### src/rtl/fwd_pkg.sv
// Shared definitions for the forwarding/hazard unit: shadow-entry layout,
// the hard-wired zero register and the "no forward" select code.
package fwd_pkg;

    localparam int SEL_W = 4;
    typedef logic [SEL_W-1:0] fwd_sel_t;

    localparam fwd_sel_t FWD_NONE = 4'hF;
    localparam int       REG_ZERO = 0;

    // Entry layout, LSB first: valid, wb_en, is_load, dest[RA_W-1:0]
    localparam int ENT_VALID    = 0;
    localparam int ENT_WB_EN    = 1;
    localparam int ENT_IS_LOAD  = 2;
    localparam int ENT_DEST_LSB = 3;

    function automatic int entry_w(input int ra_w);
        return ra_w + ENT_DEST_LSB;
    endfunction

endpackage

### src/rtl/fwd_hazard_unit_if.sv
// ID-side bundle of the forwarding/hazard unit: decode fields, register-file
// and stage results in; resolved operands, stall and stall count out.
interface fwd_hazard_unit_if #(
    parameter int DATA_W = 32,
    parameter int RA_W   = 5,
    parameter int DEPTH  = 3,
    parameter int CNT_W  = 16
);
    logic                    id_valid;
    logic [RA_W-1:0]         id_src1;
    logic [RA_W-1:0]         id_src2;
    logic                    id_src1_used;
    logic                    id_src2_used;
    logic                    id_is_store;
    logic [RA_W-1:0]         id_dest;
    logic                    id_wb_en;
    logic                    id_is_load;
    logic [DATA_W-1:0]       rf_rdata1;
    logic [DATA_W-1:0]       rf_rdata2;
    logic [DEPTH*DATA_W-1:0] stage_data;
    logic                    mem_wait;
    logic                    flush;
    logic [DATA_W-1:0]       op1_out;
    logic [DATA_W-1:0]       op2_out;
    logic [DATA_W-1:0]       st_data_out;
    logic                    fwd_hit1;
    logic                    fwd_hit2;
    logic                    stall;
    logic [CNT_W-1:0]        stall_cnt;

    modport master (
        output id_valid, id_src1, id_src2, id_src1_used, id_src2_used,
               id_is_store, id_dest, id_wb_en, id_is_load,
               rf_rdata1, rf_rdata2, stage_data, mem_wait, flush,
        input  op1_out, op2_out, st_data_out, fwd_hit1, fwd_hit2,
               stall, stall_cnt
    );

    modport slave (
        input  id_valid, id_src1, id_src2, id_src1_used, id_src2_used,
               id_is_store, id_dest, id_wb_en, id_is_load,
               rf_rdata1, rf_rdata2, stage_data, mem_wait, flush,
        output op1_out, op2_out, st_data_out, fwd_hit1, fwd_hit2,
               stall, stall_cnt
    );
endinterface

### src/rtl/fwd_match_mux.sv
// Priority search of one source register over the shadow writer entries;
// the youngest matching writer supplies the data.
module fwd_match_mux
    import fwd_pkg::*;
#(
    parameter int DEPTH      = 3,
    parameter int RA_W       = 5,
    parameter int DATA_W     = 32,
    parameter int LOAD_READY = 1
) (
    input  logic [DEPTH*(RA_W+ENT_DEST_LSB)-1:0] entries,
    input  logic [RA_W-1:0]                      src,
    input  logic [DEPTH*DATA_W-1:0]              stage_data,
    output logic                                 hit,
    output logic                                 not_ready,
    output logic [DATA_W-1:0]                    data
);
    localparam int ENTRY_W = entry_w(RA_W);

    fwd_sel_t           sel;
    logic [ENTRY_W-1:0] ent;
    logic [RA_W-1:0]    ent_dest;

    // Walk oldest to youngest so the youngest match overwrites the result.
    always_comb begin
        sel       = FWD_NONE;
        not_ready = 1'b0;
        ent       = '0;
        ent_dest  = '0;
        for (int k = DEPTH - 1; k >= 0; k--) begin
            ent      = entries[k*ENTRY_W +: ENTRY_W];
            ent_dest = ent[ENT_DEST_LSB +: RA_W];
            if (ent[ENT_VALID] && ent[ENT_WB_EN] &&
                ent_dest != RA_W'(REG_ZERO) && ent_dest == src) begin
                sel       = fwd_sel_t'(k);
                not_ready = ent[ENT_IS_LOAD] && (k < LOAD_READY);
            end
        end
    end

    assign hit = (sel != FWD_NONE);

    always_comb begin
        data = '0;
        for (int k = 0; k < DEPTH; k++) begin
            if (sel == fwd_sel_t'(k)) begin
                data = stage_data[k*DATA_W +: DATA_W];
            end
        end
    end

endmodule

### src/rtl/fwd_hazard_unit.sv
// Forwarding and load-use hazard unit beside ID: tracks in-flight writers in a
// shadow pipe, resolves ID operands, stalls on load-use or memory wait.
module fwd_hazard_unit
    import fwd_pkg::*;
#(
    parameter int DATA_W     = 32,
    parameter int RA_W       = 5,
    parameter int DEPTH      = 3,
    parameter int LOAD_READY = 1,
    parameter int CNT_W      = 16
) (
    input logic              clk,
    input logic              rst,
    fwd_hazard_unit_if.slave bus
);
    localparam int ENTRY_W = entry_w(RA_W);

    logic [DEPTH-1:0][ENTRY_W-1:0] ent_q, ent_d;
    logic [CNT_W-1:0]              stall_cnt_q, stall_cnt_d;

    logic              hit1, hit2, hit_st;
    logic              nr1, nr2, nr_st;
    logic [DATA_W-1:0] fdata1, fdata2, fdata_st;
    logic              load_use;
    logic              stall;

    fwd_match_mux #(.DEPTH(DEPTH), .RA_W(RA_W), .DATA_W(DATA_W), .LOAD_READY(LOAD_READY))
    u_match_op1 (
        .entries   (ent_q),
        .src       (bus.id_src1),
        .stage_data(bus.stage_data),
        .hit       (hit1),
        .not_ready (nr1),
        .data      (fdata1)
    );

    fwd_match_mux #(.DEPTH(DEPTH), .RA_W(RA_W), .DATA_W(DATA_W), .LOAD_READY(LOAD_READY))
    u_match_op2 (
        .entries   (ent_q),
        .src       (bus.id_src2),
        .stage_data(bus.stage_data),
        .hit       (hit2),
        .not_ready (nr2),
        .data      (fdata2)
    );

    fwd_match_mux #(.DEPTH(DEPTH), .RA_W(RA_W), .DATA_W(DATA_W), .LOAD_READY(LOAD_READY))
    u_match_st (
        .entries   (ent_q),
        .src       (bus.id_src2),
        .stage_data(bus.stage_data),
        .hit       (hit_st),
        .not_ready (nr_st),
        .data      (fdata_st)
    );

    // Store data counts as a used operand: a store cannot leave ID with stale data.
    assign load_use = bus.id_valid && !bus.flush &&
                      ((bus.id_src1_used && nr1) ||
                       (bus.id_src2_used && nr2) ||
                       (bus.id_is_store  && nr_st));
    assign stall    = load_use || bus.mem_wait;

    assign bus.fwd_hit1    = bus.id_src1_used && hit1;
    assign bus.fwd_hit2    = bus.id_src2_used && hit2;
    assign bus.op1_out     = bus.fwd_hit1 ? fdata1 : bus.rf_rdata1;
    assign bus.op2_out     = bus.fwd_hit2 ? fdata2 : bus.rf_rdata2;
    assign bus.st_data_out = (bus.id_is_store && hit_st) ? fdata_st : bus.rf_rdata2;
    assign bus.stall       = stall;
    assign bus.stall_cnt   = stall_cnt_q;

    always_comb begin
        ent_d = ent_q;
        if (!bus.mem_wait) begin
            for (int k = 1; k < DEPTH; k++) begin
                ent_d[k] = ent_q[k-1];
            end
            ent_d[0] = '0;
            if (bus.id_valid && !bus.flush && !load_use) begin
                ent_d[0][ENT_VALID]             = 1'b1;
                ent_d[0][ENT_WB_EN]             = bus.id_wb_en;
                ent_d[0][ENT_IS_LOAD]           = bus.id_is_load;
                ent_d[0][ENT_DEST_LSB +: RA_W]  = bus.id_dest;
            end
        end
    end

    always_comb begin
        stall_cnt_d = stall_cnt_q;
        if (stall && stall_cnt_q != {CNT_W{1'b1}}) begin
            stall_cnt_d = stall_cnt_q + 1'b1;
        end
    end

    always_ff @(posedge clk or posedge rst) begin
        if (rst) begin
            ent_q       <= '0;
            stall_cnt_q <= '0;
        end else begin
            ent_q       <= ent_d;
            stall_cnt_q <= stall_cnt_d;
        end
    end

endmodule

### src/flat_wrapper.sv
// flat-port wrapper written by rule: the top's interface ports become plain ports
module fwd_hazard_unit_flat import fwd_pkg::*;
#(
    parameter int DATA_W     = 32,
    parameter int RA_W       = 5,
    parameter int DEPTH      = 3,
    parameter int LOAD_READY = 1,
    parameter int CNT_W      = 16
)
  (clk, rst, bus_id_valid, bus_id_src1, bus_id_src2, bus_id_src1_used, bus_id_src2_used, bus_id_is_store, bus_id_dest, bus_id_wb_en, bus_id_is_load, bus_rf_rdata1, bus_rf_rdata2, bus_stage_data, bus_mem_wait, bus_flush, bus_op1_out, bus_op2_out, bus_st_data_out, bus_fwd_hit1, bus_fwd_hit2, bus_stall, bus_stall_cnt);
  fwd_hazard_unit_if #(.DATA_W(DATA_W), .RA_W(RA_W), .DEPTH(DEPTH), .CNT_W(CNT_W)) bus_i ();
  input logic clk;
  input logic rst;
  input wire logic [$bits(bus_i.id_valid)-1:0] bus_id_valid;
  input wire logic [$bits(bus_i.id_src1)-1:0] bus_id_src1;
  input wire logic [$bits(bus_i.id_src2)-1:0] bus_id_src2;
  input wire logic [$bits(bus_i.id_src1_used)-1:0] bus_id_src1_used;
  input wire logic [$bits(bus_i.id_src2_used)-1:0] bus_id_src2_used;
  input wire logic [$bits(bus_i.id_is_store)-1:0] bus_id_is_store;
  input wire logic [$bits(bus_i.id_dest)-1:0] bus_id_dest;
  input wire logic [$bits(bus_i.id_wb_en)-1:0] bus_id_wb_en;
  input wire logic [$bits(bus_i.id_is_load)-1:0] bus_id_is_load;
  input wire logic [$bits(bus_i.rf_rdata1)-1:0] bus_rf_rdata1;
  input wire logic [$bits(bus_i.rf_rdata2)-1:0] bus_rf_rdata2;
  input wire logic [$bits(bus_i.stage_data)-1:0] bus_stage_data;
  input wire logic [$bits(bus_i.mem_wait)-1:0] bus_mem_wait;
  input wire logic [$bits(bus_i.flush)-1:0] bus_flush;
  output wire logic [$bits(bus_i.op1_out)-1:0] bus_op1_out;
  output wire logic [$bits(bus_i.op2_out)-1:0] bus_op2_out;
  output wire logic [$bits(bus_i.st_data_out)-1:0] bus_st_data_out;
  output wire logic [$bits(bus_i.fwd_hit1)-1:0] bus_fwd_hit1;
  output wire logic [$bits(bus_i.fwd_hit2)-1:0] bus_fwd_hit2;
  output wire logic [$bits(bus_i.stall)-1:0] bus_stall;
  output wire logic [$bits(bus_i.stall_cnt)-1:0] bus_stall_cnt;
  assign bus_i.id_valid = bus_id_valid;
  assign bus_i.id_src1 = bus_id_src1;
  assign bus_i.id_src2 = bus_id_src2;
  assign bus_i.id_src1_used = bus_id_src1_used;
  assign bus_i.id_src2_used = bus_id_src2_used;
  assign bus_i.id_is_store = bus_id_is_store;
  assign bus_i.id_dest = bus_id_dest;
  assign bus_i.id_wb_en = bus_id_wb_en;
  assign bus_i.id_is_load = bus_id_is_load;
  assign bus_i.rf_rdata1 = bus_rf_rdata1;
  assign bus_i.rf_rdata2 = bus_rf_rdata2;
  assign bus_i.stage_data = bus_stage_data;
  assign bus_i.mem_wait = bus_mem_wait;
  assign bus_i.flush = bus_flush;
  assign bus_op1_out = bus_i.op1_out;
  assign bus_op2_out = bus_i.op2_out;
  assign bus_st_data_out = bus_i.st_data_out;
  assign bus_fwd_hit1 = bus_i.fwd_hit1;
  assign bus_fwd_hit2 = bus_i.fwd_hit2;
  assign bus_stall = bus_i.stall;
  assign bus_stall_cnt = bus_i.stall_cnt;
  fwd_hazard_unit #(.DATA_W(DATA_W), .RA_W(RA_W), .DEPTH(DEPTH), .LOAD_READY(LOAD_READY), .CNT_W(CNT_W)) u_core (.clk(clk), .rst(rst), .bus(bus_i));
endmodule
### config.mk
export PLATFORM = sky130hd
export DESIGN_NAME = fwd_hazard_unit_flat
export DESIGN_NICKNAME = d
export VERILOG_FILES = /design/src/rtl/fwd_pkg.sv /design/src/rtl/fwd_hazard_unit_if.sv /design/src/rtl/fwd_match_mux.sv /design/src/rtl/fwd_hazard_unit.sv /design/src/flat_wrapper.sv
export SDC_FILE = /design/constraint.sdc
export NUM_CORES = 1
export LEC_CHECK = 0
export ABC_CLOCK_PERIOD_IN_PS = 2450
export CAP_MARGIN = 20
export CORE_AREA = 2 2 116 118
export CTS_BUF_LIST = sky130_fd_sc_hd__clkbuf_4
export DETAILED_ROUTE_END_ITERATION = 12
export DIE_AREA = 0 0 118 120
export GPL_ROUTABILITY_DRIVEN = 1
export GPL_TIMING_DRIVEN = 0
export PLACE_DENSITY = 0.79
export SYNTH_ARGS = -nofsm -noshare
export SYNTH_HDL_FRONTEND = slang
export SYNTH_SLANG_ARGS = --single-unit
### constraint.sdc
create_clock -name clk -period 2.45 [get_ports clk]
set_input_delay 0.245 -clock clk [delete_from_list [all_inputs] [get_ports clk]]
set_output_delay 0.245 -clock clk [all_outputs]
set_load 0.02 [all_outputs]
==> results.sh <==
export IMPL_max_cap_violations=0
export IMPL_antenna_found_initial=4
export IMPL_seq_area_frac_synth=0.229
export IMPL_ios=300
export IMPL_synth_edf_count=0
export IMPL_crit_type="flip-flop to output port"
export IMPL_cts_tree="done"
export IMPL_cp_slowest_cell="or4_1"
export IMPL_crit_path_cell_trace="or4_1 -> o211ai_1 -> nor3_2 -> nor2b_4 -> buf_12 -> buf_8 -> a221o_1 -> o21ai_2 -> o21ai_2 -> buf_6"
export IMPL_layout_setup_ws_ps=-660
export IMPL_grt_pass1_vias=6273
export IMPL_hold_path_class="input port to asynchronous set/reset pin"
export IMPL_status="finished with violations"
export IMPL_max_freq_ghz=0.322
export IMPL_core_sq_mm=0.0130
export IMPL_die_area_sq_mm=0.0142
export IMPL_n_fill_cell=877
export IMPL_worst_pin_slew_ps=625
export IMPL_drt_iter0_drc=696
export IMPL_startpoint_type="flip-flop"
export IMPL_drv_slew=0
export IMPL_path_max_fanout=8
export IMPL_ys_warn_count=0
export IMPL_viasPerCell=5.95
export IMPL_initial_core_util=0.320
export IMPL_async_flop_share=1.00
export IMPL_grt_usage=0.325
export IMPL_min_period_ps=3110
export IMPL_yosysUniqueCellTypes=44
export IMPL_numCtsBuffers=5
export IMPL_post_route_period_util=1.27
export IMPL_synth_net_count=779
export IMPL_synth_top_area_cell="dfrtp_1"
export IMPL_clockBufferDepth=2
export IMPL_fin_nets=1129
export IMPL_grt_setup_unrepaired="yes"
export IMPL_wl_per_cell_um=23.8
export IMPL_clk_pin_slew_ps=120
export IMPL_p_comb_frac=0.510
export IMPL_port_buffers=298
export IMPL_h_tree_depth=2
export IMPL_slew_headroom=0.583
export IMPL_fin_skew_ps=9.74
export IMPL_clockRootBuffer="clkbuf_4"
export IMPL_critPathMaxStageDelay_ps=500
export IMPL_cts_sink_count=38
export IMPL_violations="negative setup slack"
export IMPL_final_antenna_net_count=0
export IMPL_yosysTopAreaCellShare=0.229
export IMPL_route_detailed_drc=0
export IMPL_drtPass1Iterations=5
export IMPL_p_per_area_mw_per_mm2=287
export IMPL_synth_flop_cell="dfrtp_1"
export IMPL_cp_data_arrival_time_ps=2860
export IMPL_crit_required_ps=2200
export IMPL_setup_tns_ps=-56380
export IMPL_p_clk_frac=0.192
export IMPL_syn_avg_cell_area_sq_um=7.01
export IMPL_setup_viol=102
export IMPL_netlist_top_cells_area="dfrtp_1 (23%), o21ai_0 (14%), nand2_1 (12%), a221o_1 (7.7%), xnor2_1 (7.4%)"
export IMPL_cts_hold_buf=0
export IMPL_gp_congestion=0.966
export IMPL_grt_ovfl_total=0
export IMPL_cp_end_kind="output port"
export IMPL_grt_pass1_wl_um=36100
export IMPL_synthTopCellsByCount="nand2_1 (138), o21ai_0 (113), nor2_1 (39), dfrtp_1 (38), xnor2_1 (35)"
export IMPL_whs_ps=255
export IMPL_insertion_delay_ps=350
export IMPL_dr_total_vias=6679
export IMPL_ys_seq_elements=38
export IMPL_power_switching_uw=1010
export IMPL_rows=42
export IMPL_wl_um=26700
export IMPL_postSynthCellCount=593
export IMPL_peakVddDrop_uv=582
export IMPL_p_sw_frac=0.358
export IMPL_leakagePower_uw=0.00395
export IMPL_hpwlAfterDp_um=17900
export IMPL_netlist_area_sq_mm=0.00416
export IMPL_yosysMostFrequentCell="nand2_1"
export IMPL_drive_above_1_share=0.459
export IMPL_hold_viol_final=0
export IMPL_die_height_um=120
export IMPL_cpMostUsedCell="o21ai_2"
export IMPL_fp_dieW_um=118
export IMPL_grt_start_max_net_pins=26
export IMPL_area_growth_pct=136
export IMPL_p_seq_frac=0.298
export IMPL_p_int_uw=1800
export IMPL_utilization=0.755
timing repair:
action,in CTS,in global routing
hold endpoints to repair,0,0
pin swaps,31,81
endpoints found under the setup margin,122,115
gates resized for setup,764,143
buffers inserted,32,3
gates cloned,6,6
power groups by stage:
| stage | logic [uW] | registers (uW) | clock network, uW |
|---|---|---|---|
| after floorplan | 462 | 902 | 0 |
| after global placement | 1220 | 851 | 0 |
| after detailed placement | 1240 | 853 | 0 |
| after CTS | 1330 | 834 | 551 |
| after global routing | 1490 | 850 | 579 |
| final | 1430 | 838 | 540 |
metrics by stage:
step / std cells / setup WS [ps] / instance area [sq um] / total power [uW]
2_1_floorplan: 593 / -59.7 / 4580 / 1360
3_3_place_gp: 1067 / -1310 / 7780 / 2070
3_5_place_dp: 1068 / -1330 / 7810 / 2090
4_1_cts: 1111 / -581 / 9080 / 2720
5_1_grt: 1121 / -742 / 9790 / 2920
6_report: 1122 / -660 / 9800 / 2810
cells in the final DEF, fill, tap and decap left out, types with 10 or more instances in the layout:
cell / Yosys / final
a221o_1: 32 / 32
a221oi_4: 0 / 21
buf_12: 0 / 12
buf_4: 4 / 32
buf_6: 0 / 104
buf_8: 0 / 11
clkbuf_2: 0 / 12
clkdlybuf4s50_1: 0 / 199
dfrtp_1: 38 / 33
mux2_2: 14 / 14
nand2_1: 138 / 101
nand2_2: 1 / 13
nand2_4: 0 / 24
nor2_1: 39 / 38
o21ai_2: 0 / 117
xnor2_1: 35 / 34
xor2_1: 10 / 10
logic make-up (layout without fill, tap and decap cells):
| family | after synthesis | after routing | synth area share |
|---|---|---|---|
| flops | 38 | 38 | 0.229 |
| simple gates | 221 | 221 | 0.226 |
| buf+inv | 54 | 405 | 0.0584 |
| fa+ha+maj | 1 | 1 | 0.00301 |
| compound gates | 219 | 219 | 0.348 |
| mux | 15 | 15 | 0.0406 |
| other cells | 0 | 2 | 0 |
| xor+xnor | 45 | 45 | 0.0948 |
critical path: cells and delay by family (launching register included):
| kind | cells | cell delay, ps |
|---|---|---|
| AOI/OAI and AO/OA | 4 | 900 |
| and+or+nand+nor | 3 | 730 |
| buffers and inverters | 3 | 440 |
| DFF | 1 | 430 |
per-layer routing:
metal | GRT usage | part of all wire | vias up
met4 | 0.139 | 0.058 | 2
met2 | 0.570 | 0.49 | 508
met1 | 0.382 | 0.36 | 3131
met3 | 0.0722 | 0.092 | 149
li1 | - | - | 2889
met5 | 0 | 0.00041 | -
path summary, 6_finish.rpt:
kind                       depth (start not counted)                       to                     from  slack [ps]
max                                               10          bus_op2_out[20]         u_core.ent_q[20]        -660
min                                                2  u_core.bus.stall_cnt[3]                      rst         250
max reg2reg                                        8  u_core.bus.stall_cnt[1]          u_core.ent_q[4]         -10
min reg2reg                                        1  u_core.bus.stall_cnt[8]  u_core.bus.stall_cnt[8]         510
max in group asynchronous                          3          u_core.ent_q[9]                      rst        1660
min in group clk                                   2         u_core.ent_q[21]             bus_mem_wait         390
flip-flops by register name (all words and copies together) (netlist names):
register and count:
u_core.ent_q 22, u_core.bus.stall_cnt 16
cell type report:
class	instances	area, sq um	share of cell area
Sequential cell	38	957	0.0977
Clock inverter	3	68.8	0.00702
Inverter	4	17.5	0.00179
Antenna cell	2	5.00	0.000511
Timing Repair Buffer	346	3660	0.373
Multi-Input combinational cell	501	4260	0.435
Buffer	47	571	0.0582
Tap cell	176	220	0.0225
Clock buffer	5	37.5	0.00383
Power figures use the tool's default switching activity.
